`src/rtl/aes_pkg.sv`:
```
// Shared AES definitions: wipe-controller state encoding and default slot count.
package aes_pkg;

  // Number of register slots cleared by one wipe operation unless overridden.
  localparam int unsigned NumWipeSlotsDefault = 8;

  // Sparse encoding: every pair of legal states differs in at least 3 bits,
  // so a single upset cannot turn one legal state into another.
  typedef enum logic [4:0] {
    AES_WIPE_IDLE   = 5'b00000,
    AES_WIPE_RESEED = 5'b00111,
    AES_WIPE_WIPE   = 5'b11001,
    AES_WIPE_DONE   = 5'b11110
  } aes_wipe_state_e;

endpackage

```
`src/rtl/aes_sec_wipe_ctrl.sv`:
```
// Secure wipe controller: optionally reseeds the clearing PRNG, then overwrites
// NumSlots register slots with fresh PRNG shares, one slot per PRNG ack.
module aes_sec_wipe_ctrl
  import aes_pkg::*;
#(
  parameter int unsigned Width     = 64,
  parameter int unsigned NumShares = 2,
  parameter int unsigned NumSlots  = NumWipeSlotsDefault
) (
  input  logic                                 clk_i,
  input  logic                                 rst_i,
  input  logic                                 wipe_req_i,
  input  logic                                 wipe_reseed_i,
  output logic                                 wipe_ack_o,
  input  logic                                 abort_i,
  output logic                                 busy_o,
  output logic                                 prng_data_req_o,
  input  logic                                 prng_data_ack_i,
  input  logic [NumShares-1:0][Width-1:0]      prng_data_i,
  output logic                                 prng_reseed_req_o,
  input  logic                                 prng_reseed_ack_i,
  output logic [NumSlots-1:0]                  wr_en_o,
  output logic [NumShares-1:0][Width-1:0]      wr_data_o
);

  localparam int unsigned CntW = $clog2(NumSlots);
  localparam logic [CntW-1:0] LastSlot = CntW'(NumSlots - 1);

  aes_wipe_state_e                 r_state;
  aes_wipe_state_e                 w_state_nxt;
  logic [CntW-1:0]                 r_cnt;
  logic [CntW-1:0]                 w_cnt_nxt;
  logic [NumSlots-1:0]             r_wr_en;
  logic [NumSlots-1:0]             w_wr_en_nxt;
  logic [NumShares-1:0][Width-1:0] r_wr_data;
  logic [NumShares-1:0][Width-1:0] w_wr_data_nxt;
  logic                            r_wipe_ack;
  logic                            w_wipe_ack_nxt;
  logic [NumSlots-1:0]             w_onehot;

  assign w_onehot = {{(NumSlots-1){1'b0}}, 1'b1} << r_cnt;

  // Next-state, counter and write-strobe logic; an undefined state falls back to IDLE.
  always_comb begin
    w_state_nxt    = r_state;
    w_cnt_nxt      = r_cnt;
    w_wr_en_nxt    = {NumSlots{1'b0}};
    w_wr_data_nxt  = r_wr_data;
    w_wipe_ack_nxt = 1'b0;
    case (r_state)
      AES_WIPE_IDLE: begin
        if (wipe_req_i && !abort_i) begin
          w_cnt_nxt   = {CntW{1'b0}};
          w_state_nxt = wipe_reseed_i ? AES_WIPE_RESEED : AES_WIPE_WIPE;
        end else begin
          w_state_nxt = AES_WIPE_IDLE;
        end
      end
      AES_WIPE_RESEED: begin
        if (abort_i) begin
          w_state_nxt = AES_WIPE_IDLE;
        end else if (prng_reseed_ack_i) begin
          w_state_nxt = AES_WIPE_WIPE;
        end else begin
          w_state_nxt = AES_WIPE_RESEED;
        end
      end
      AES_WIPE_WIPE: begin
        if (prng_data_ack_i) begin
          // An accepted PRNG word is always written, even when aborting.
          w_wr_en_nxt   = w_onehot;
          w_wr_data_nxt = prng_data_i;
          if (r_cnt == LastSlot) begin
            // Counter is left at the last slot rather than wrapping.
            if (abort_i) begin
              w_state_nxt = AES_WIPE_IDLE;
            end else begin
              w_state_nxt    = AES_WIPE_DONE;
              w_wipe_ack_nxt = 1'b1;
            end
          end else begin
            w_cnt_nxt   = r_cnt + CntW'(1);
            w_state_nxt = abort_i ? AES_WIPE_IDLE : AES_WIPE_WIPE;
          end
        end else if (abort_i) begin
          w_state_nxt = AES_WIPE_IDLE;
        end else begin
          w_state_nxt = AES_WIPE_WIPE;
        end
      end
      AES_WIPE_DONE: begin
        w_state_nxt = AES_WIPE_IDLE;
      end
      default: begin
        w_state_nxt = AES_WIPE_IDLE;
        w_cnt_nxt   = {CntW{1'b0}};
      end
    endcase
  end

  // State, counter and registered write/ack outputs with synchronous reset.
  always_ff @(posedge clk_i) begin
    if (rst_i) begin
      r_state    <= AES_WIPE_IDLE;
      r_cnt      <= {CntW{1'b0}};
      r_wr_en    <= {NumSlots{1'b0}};
      r_wr_data  <= '0;
      r_wipe_ack <= 1'b0;
    end else begin
      r_state    <= w_state_nxt;
      r_cnt      <= w_cnt_nxt;
      r_wr_en    <= w_wr_en_nxt;
      r_wr_data  <= w_wr_data_nxt;
      r_wipe_ack <= w_wipe_ack_nxt;
    end
  end

  // Requests decode only from exact legal state codes, so an illegal state
  // raises neither request and the two can never be high together.
  assign prng_reseed_req_o = (r_state == AES_WIPE_RESEED);
  assign prng_data_req_o   = (r_state == AES_WIPE_WIPE);
  assign busy_o            = (r_state != AES_WIPE_IDLE);
  assign wipe_ack_o        = r_wipe_ack;
  assign wr_en_o           = r_wr_en;
  assign wr_data_o         = r_wr_data;

endmodule

```
`config.mk`:
```
export PLATFORM = sky130hd
export DESIGN_NAME = aes_sec_wipe_ctrl
export DESIGN_NICKNAME = d
export VERILOG_FILES = /design/src/rtl/aes_pkg.sv /design/src/rtl/aes_sec_wipe_ctrl.sv
export SDC_FILE = /design/constraint.sdc
export NUM_CORES = 1
export LEC_CHECK = 0
export CAP_MARGIN = 20
export CORE_MARGIN = 5
export CORE_UTILIZATION = 40
export DETAILED_ROUTE_END_ITERATION = 7
export GPL_TIMING_DRIVEN = 0
export PLACE_DENSITY_LB_ADDON = 0.15
export SLEW_MARGIN = 20
export SYNTH_ARGS = -nofsm -noshare
export SYNTH_HDL_FRONTEND = slang
export SYNTH_SLANG_ARGS = --single-unit
```
`constraint.sdc`:
```
create_clock -name clk_i -period 2 [get_ports clk_i]
set_clock_uncertainty 0.2 [all_clocks]
set_input_delay 0.6 -clock clk_i [delete_from_list [all_inputs] [get_ports clk_i]]
set_output_delay 0.6 -clock clk_i [all_outputs]
set_load 0.03 [all_outputs]
```
==> Word-level counts from Yosys, hierarchy flattened <==
Index checks and enable logic that the tools add are counted.
{ "word_totals": {"register_bits": 145, "in_bits": 135, "out_inout_bits": 140, "word_cells": 42} }
{ "classes": {"n_addsub": 1, "eq_ne": 7, "shifts": 1, "mux": 14, "bitwise_logic": 4, "reduce_logical": 9} }
{ "ops": {"columns": ["operator", "count"], "rows": [
  ["2-to-1 mux 5 bit", 8],
  ["case mux 5 bit (3 select lines)", 1],
  ["equality test 5 bit (second input constant)", 2],
  ["2-to-1 mux 3 bit", 3],
  ["case mux 3 bit (3 select lines)", 1],
  ["<< shifter 1 x 3 -> 8 bit (first input constant)", 1],
  ["equality test 5 x 3 -> 1 bit (second input constant)", 1],
  ["logical NOT 5 bit", 1],
  ["nonzero test 5 bit", 1],
  ["inequality test 2 bit (second input constant)", 2],
  ["NOT 1 bit", 4],
  ["AND reduction 4 bit", 1],
  ["OR reduction 4 bit", 1],
  ["adder 3 x 1 -> 3 bit (second input constant)", 1],
  ["equality test 3 bit (second input constant)", 1],
  ["OR reduction 3 bit", 1],
  ["inequality test 2 x 1 -> 1 bit (second input constant)", 1],
  ["AND reduction 2 bit", 1],
  ["OR reduction 2 bit", 1],
  ["logical AND 1 bit", 1],
  ["logical NOT 1 bit", 1],
  ["2-to-1 mux 1 bit", 1]
]} }

==> Depth between registers and ports, before layout <==
Gate-level depths: netlist of the first run.
{ "depth": {"depth_word": 4, "mapped_depth": 7, "ltp_nobuf": 6} }

==> Worst setup path before layout of the first run <==
No wires, ideal clock.
{ "synth_timing": {"path_type": "input port to flip-flop", "start": "input port rst_i", "end": "register r_wr_data, in the netlist wr_data_o[79]", "setup_time_ns": 0.141, "arrival_time_ns": 1.450, "t_required_ns": 1.659, "path_slack_ns": 0.208, "path_stages": 4, "n_path_buf": 3, "cell_sequence": "buf_2 > clkbuf_1 > clkbuf_1 > a21oi_1"} }
{ "synth_rtl": {"columns": ["item", "line", "text"], "rows": [
  ["start, declared", "aes_sec_wipe_ctrl.sv:11", "input logic rst_i,"],
  ["end signal, assigned", "aes_sec_wipe_ctrl.sv:113", "r_wr_data <= w_wr_data_nxt;"],
  ["end, declared", "aes_sec_wipe_ctrl.sv:35", "logic [NumShares-1:0][Width-1:0] r_wr_data;"]
]} }
No word-level cell between the ends.

==> Final worst setup path of the first run <==
{ "layout_timing": {"start": "register r_state[2]", "end": "output port prng_data_req_o"} }
{ "layout_between": {"elab_chain_len": 1} }
{ "layout_rtl": {"columns": ["item", "line", "text"], "rows": [
  ["start, declared", "aes_sec_wipe_ctrl.sv:29", "aes_wipe_state_e r_state;"],
  ["start signal, assigned", "aes_sec_wipe_ctrl.sv:110", "r_state <= w_state_nxt;"],
  ["equality test 5 bit", "aes_sec_wipe_ctrl.sv:121", "assign prng_data_req_o = (r_state == AES_WIPE_WIPE);"],
  ["end, declared", "aes_sec_wipe_ctrl.sv:17", "output logic prng_data_req_o,"]
]} }
No other way between the ends.

==> results of run 1 <==
cell families (layout without fill, tap and decap cells):
logic type	Yosys count	after routing	synth area share
buffers and inverters	55	371	0.0740
and+or+nand+nor	295	295	0.225
adders and majority gates	5	5	0.0118
DFF	143	143	0.541
AOI/OAI and AO/OA	140	140	0.148
routing by layer:
metal  wire length (um)  up-vias  share of wire
li1                   -     2669              -
met1               6760     2439           0.38
met2               9170      210           0.52
met3               1430       34          0.080
met4                422        0          0.024
met5                  0        -              0
sequential cells by signal (all words and copies together), names as in the netlist:
signal      flops
r_cnt           3
wipe_ack_o      1
wr_en_o         8
r_state         3
wr_data_o     128
cell type report:
class                   count  area [sq um]  area share
repair buffers            284          2680       0.303
multi-input cells         440          2050       0.232
clock inverters            14           190      0.0215
inverters                   9          38.8     0.00438
clock buffers              18           429      0.0484
flip-flops and latches    143          2870       0.324
plain buffers              46           379      0.0428
well taps                 176           220      0.0249
power groups by stage:
| stage | registers (W) | logic (W) | clock network (W) |
|---|---|---|---|
| 2_1_floorplan | 0.00293 | 0.0000856 | 0 |
| 3_3_place_gp | 0.00292 | 0.000392 | 0 |
| 3_5_place_dp | 0.00292 | 0.000397 | 0 |
| 4_1_cts | 0.00286 | 0.000409 | 0.00333 |
| 5_1_grt | 0.00286 | 0.000441 | 0.00350 |
| 6_report | 0.00286 | 0.000415 | 0.00329 |
worst max-delay path: stages (launching register included):
cell     delay (ns)
dfxtp_2        0.33
buf_4          0.13
and3b_4        0.30
buf_6          0.13
worst max path at each step:
stage | cells after the start | start | endpoint | slack, ns
after floorplan | 4 | rst_i | wr_data_o[79] | 0.21
after global placement | 3 | r_state[2] | prng_reseed_req_o | -0.33
after detailed placement | 3 | r_state[2] | prng_reseed_req_o | -0.34
after CTS | 4 | r_state[2] | busy_o | -0.08
after global routing | 3 | r_state[2] | prng_data_req_o | -0.13
final | 3 | r_state[2] | prng_data_req_o | -0.1
metrics by stage:
step           setup TNS, ns  worst slack, ns  area (sq um)  power [W]
2_1_floorplan              0            0.208          5290    0.00301
3_3_place_gp          -20.78           -0.329          8240    0.00331
4_1_cts               -0.151          -0.0845          8780    0.00660
5_1_grt               -0.342           -0.125          8860    0.00680
3_5_place_dp          -29.37           -0.341          8240    0.00332
6_report              -0.220          -0.0989          8860    0.00657
what timing repair did:
| item | in CTS | in global routing |
|---|---|---|
| setup buffers | 5 | 6 |
| pin swaps | 1 | 1 |
| endpoints found under the setup margin | 140 | 50 |
| resized for setup | 175 | 54 |
cells in the final DEF (no fill, tap or decap), types with 2 or more instances in the layout:
master and count:
a21oi_1 116, a21oi_2 19, a31oi_1 2, buf_2 14, buf_4 13, buf_6 7
buf_8 12, bufinv_16 4, clkbuf_1 14, clkbuf_16 17, clkbuf_2 5, clkdlybuf4s15_1 42
clkdlybuf4s50_1 133, clkinv_2 4, clkinv_4 3, clkinvlp_4 2, dfxtp_1 140, dfxtp_2 3
dlygate4sd2_1 89, ha_1 5, inv_1 8, inv_6 2, nand2_1 259, nand2b_1 3
nand3_1 5, nand4_1 3, nor2_1 6, nor2b_1 2, nor3_1 6
==> results_tabular.tex, run 1 <==
\begin{tabular}{lr}
\hline
Metric & Value \\
\hline
\multicolumn{2}{l}{\textbf{Run status}} \\
Status & finished, violations left \\
Violations in the final reports & negative setup slack \\
\multicolumn{2}{l}{\textbf{Worst hold path}} \\
Hold path startpoint & wr\_data\_o[10] \\
Hold Crit Endpoint & wr\_data\_o[10] \\
Class of the most critical hold timing path & register to register \\
Worst hold stages & 2 \\
\multicolumn{2}{l}{\textbf{Synth}} \\
Portion of the post-synthesis area used by sequential elements & 0.541 \\
Total standard cell area after synthesis & between 5000 and 6000 sq um \\
Number of synthesis warnings & 0 \\
Share of the synthesized area in the top cell type & 0.541 \\
FFs w/ async S/R, synth & 0 \\
Cells taking the most area after synthesis & dfxtp\_1 54\%, nand2\_1 18\%, a21oi\_1 11\% \\
Number of synthesized flops with an enable pin & 0 \\
Most frequent cell after synthesis & nand2\_1 \\
Mean instance size in the synthesized netlist & $\sim$8.3 sq um \\
Number of cells produced by synthesis & 638 \\
Count of distinct cell types in the synthesized netlist & 32 \\
Most used flip-flop cell after synthesis & dfxtp\_1 \\
Dominant cell type by area after synthesis & dfxtp\_1 \\
Post-Synthesis Net Count & $\sim$780 \\
Synth cell count leaders & 259 x nand2\_1, 143 x dfxtp\_1, 116 x a21oi\_1, 19 x a21oi\_2, 15 x buf\_2 \\
Yosys reg bits & between 100 and 150 \\
\multicolumn{2}{l}{\textbf{Pwr}} \\
Int Power & 0.00522 W \\
Switching power summed over all nets & between 0.001 and 0.0015 W \\
Share of total power consumed by net switching & 0.206 \\
Power per standard cell area & between 700 and 800 nW/um\^{}2 \\
Seq pwr share & 0.435 \\
Relative contribution of the clock network to total power & 0.501 \\
Leakage Power & 3.57 nW \\
Comb pwr share & 0.063 \\
Maximum ir drop on the vdd rail & between 0.0006 and 0.0007 V \\
\multicolumn{2}{l}{\textbf{GRT}} \\
Met3 routing resource usage after global routing & 0.0746 \\
Number of antenna violations at the first check in global routing & 0 \\
Residual overflow from global routing & 0 \\
Met1 Resource Use GR & 0.235 \\
Via count of the first global-routing pass & around 5400 \\
Global-route wire length before repair & $\sim$28000 um \\
Largest net degree at the start of global routing & 17 \\
Global routing usage summed across all routing layers & 0.218 \\
Gr busiest metal & met2 \\
Met2 Use GR & 0.397 \\
\multicolumn{2}{l}{\textbf{Detailed routing}} \\
Number of detailed-route iterations in the first pass & 6 \\
DR vias/cell & approximately 4.7 \\
Number of nets still failing antenna checks after routing & 0 \\
Mean routed wirelength per cell & between 15 and 20 um \\
Final wirelength & $\sim$18000 um \\
Detailed Route Iter0 Violations & roughly 240 \\
Number of design rule violations left after detail routing & 0 \\
Via count & between 5000 and 6000 \\
\multicolumn{2}{l}{\textbf{Finish}} \\
Fillcell total & roughly 1100 \\
Final Net Count & about 1100 \\
Relative area change from synthesis to final layout & 67.5\% \\
Final Non-Filler Cells & between 1000 and 1500 \\
Post-Route Utilization & 0.677 \\
ANT cells & 0 \\
Share of final-layout standard cells stronger than drive strength 1 & 0.117 \\
\multicolumn{2}{l}{\textbf{Timing}} \\
Headroom to the max-slew limit & 0.599 \\
RSZ-0062 raised after global routing & yes \\
Slew at the pin closest to its max-slew limit & roughly 0.60 ns \\
Final number of max-transition violations & 0 \\
Period minus WS final & about 2.1 ns \\
Finish-stage setup viols & 3 \\
Hold\_ws & 0.250 ns \\
Count of final hold-check violations & 0 \\
Fraction of the cycle the final worst path needs & 1.05 \\
Top achievable clock speed & 476 MHz \\
Crit path setup slack, layout & -0.0989 ns \\
\multicolumn{2}{l}{\textbf{Die}} \\
Number of standard-cell rows in the floorplan & 42 \\
Die Outline Area & $\sim$16000 sq um \\
Die width & $\sim$130 um \\
Number of I/O pins & 275 \\
Floorplan core area & around 13000 sq um \\
Initial Utilization & 0.404 \\
Die Span Y & 125 um \\
\multicolumn{2}{l}{\textbf{Worst setup path}} \\
R2R depth & 6 \\
Crit path launch type & register \\
Critical path class & register to primary output \\
Endpoint type of the worst setup path & primary output \\
Arrival @ worst endpoint & roughly 1.3 ns \\
Largest fanout of any net on the critical path & 2 \\
Reg2Reg Launch Point & r\_cnt[0] \\
R2r endpoint & r\_cnt[1] \\
Required time reported for the critical path endpoint & 1.20 ns \\
R2R setup slack & 0.09 ns \\
\multicolumn{2}{l}{\textbf{Clock network}} \\
Clock tree from TritonCTS & yes \\
Hold bufs inserted after CTS & 0 \\
Post-CTS clock slew at the launch and capture registers of the worst setup and hold paths & roughly 0.06 ns \\
Root Driver & clkbuf\_16 \\
CTS sink cnt & between 100 and 150 \\
Maximum root-to-sink buffer count & 2 \\
Number of buffers added by the clock tree synthesis step & 17 \\
H-Tree Depth & 4 \\
Clk Latency, worst-skew pair & just over 0.4 ns \\
\multicolumn{2}{l}{\textbf{Place}} \\
Final GP Congestion & roughly 0.84 \\
Count of buffers from port buffering & $\sim$270 \\
Final HPWL DP & $\sim$13000 um \\
Cell count after placement & $\sim$1100 \\
\multicolumn{2}{l}{\textbf{Run}} \\
Max-capacitance violation count & 0 \\
\hline
\end{tabular}
(Power assumes the default switching activity.)
==> run 2, diff against run 1 <==
--- a/config.mk
+++ b/config.mk
@@ -5,6 +5,7 @@
 export SDC_FILE = /design/constraint.sdc
 export NUM_CORES = 1
 export LEC_CHECK = 0
+export ABC_CLOCK_PERIOD_IN_PS = 2000
 export CAP_MARGIN = 20
 export CORE_MARGIN = 5
 export CORE_UTILIZATION = 40
==> results of run 2 <==
Same layout as run 1: the final DEF is identical, and so are final timing and power.
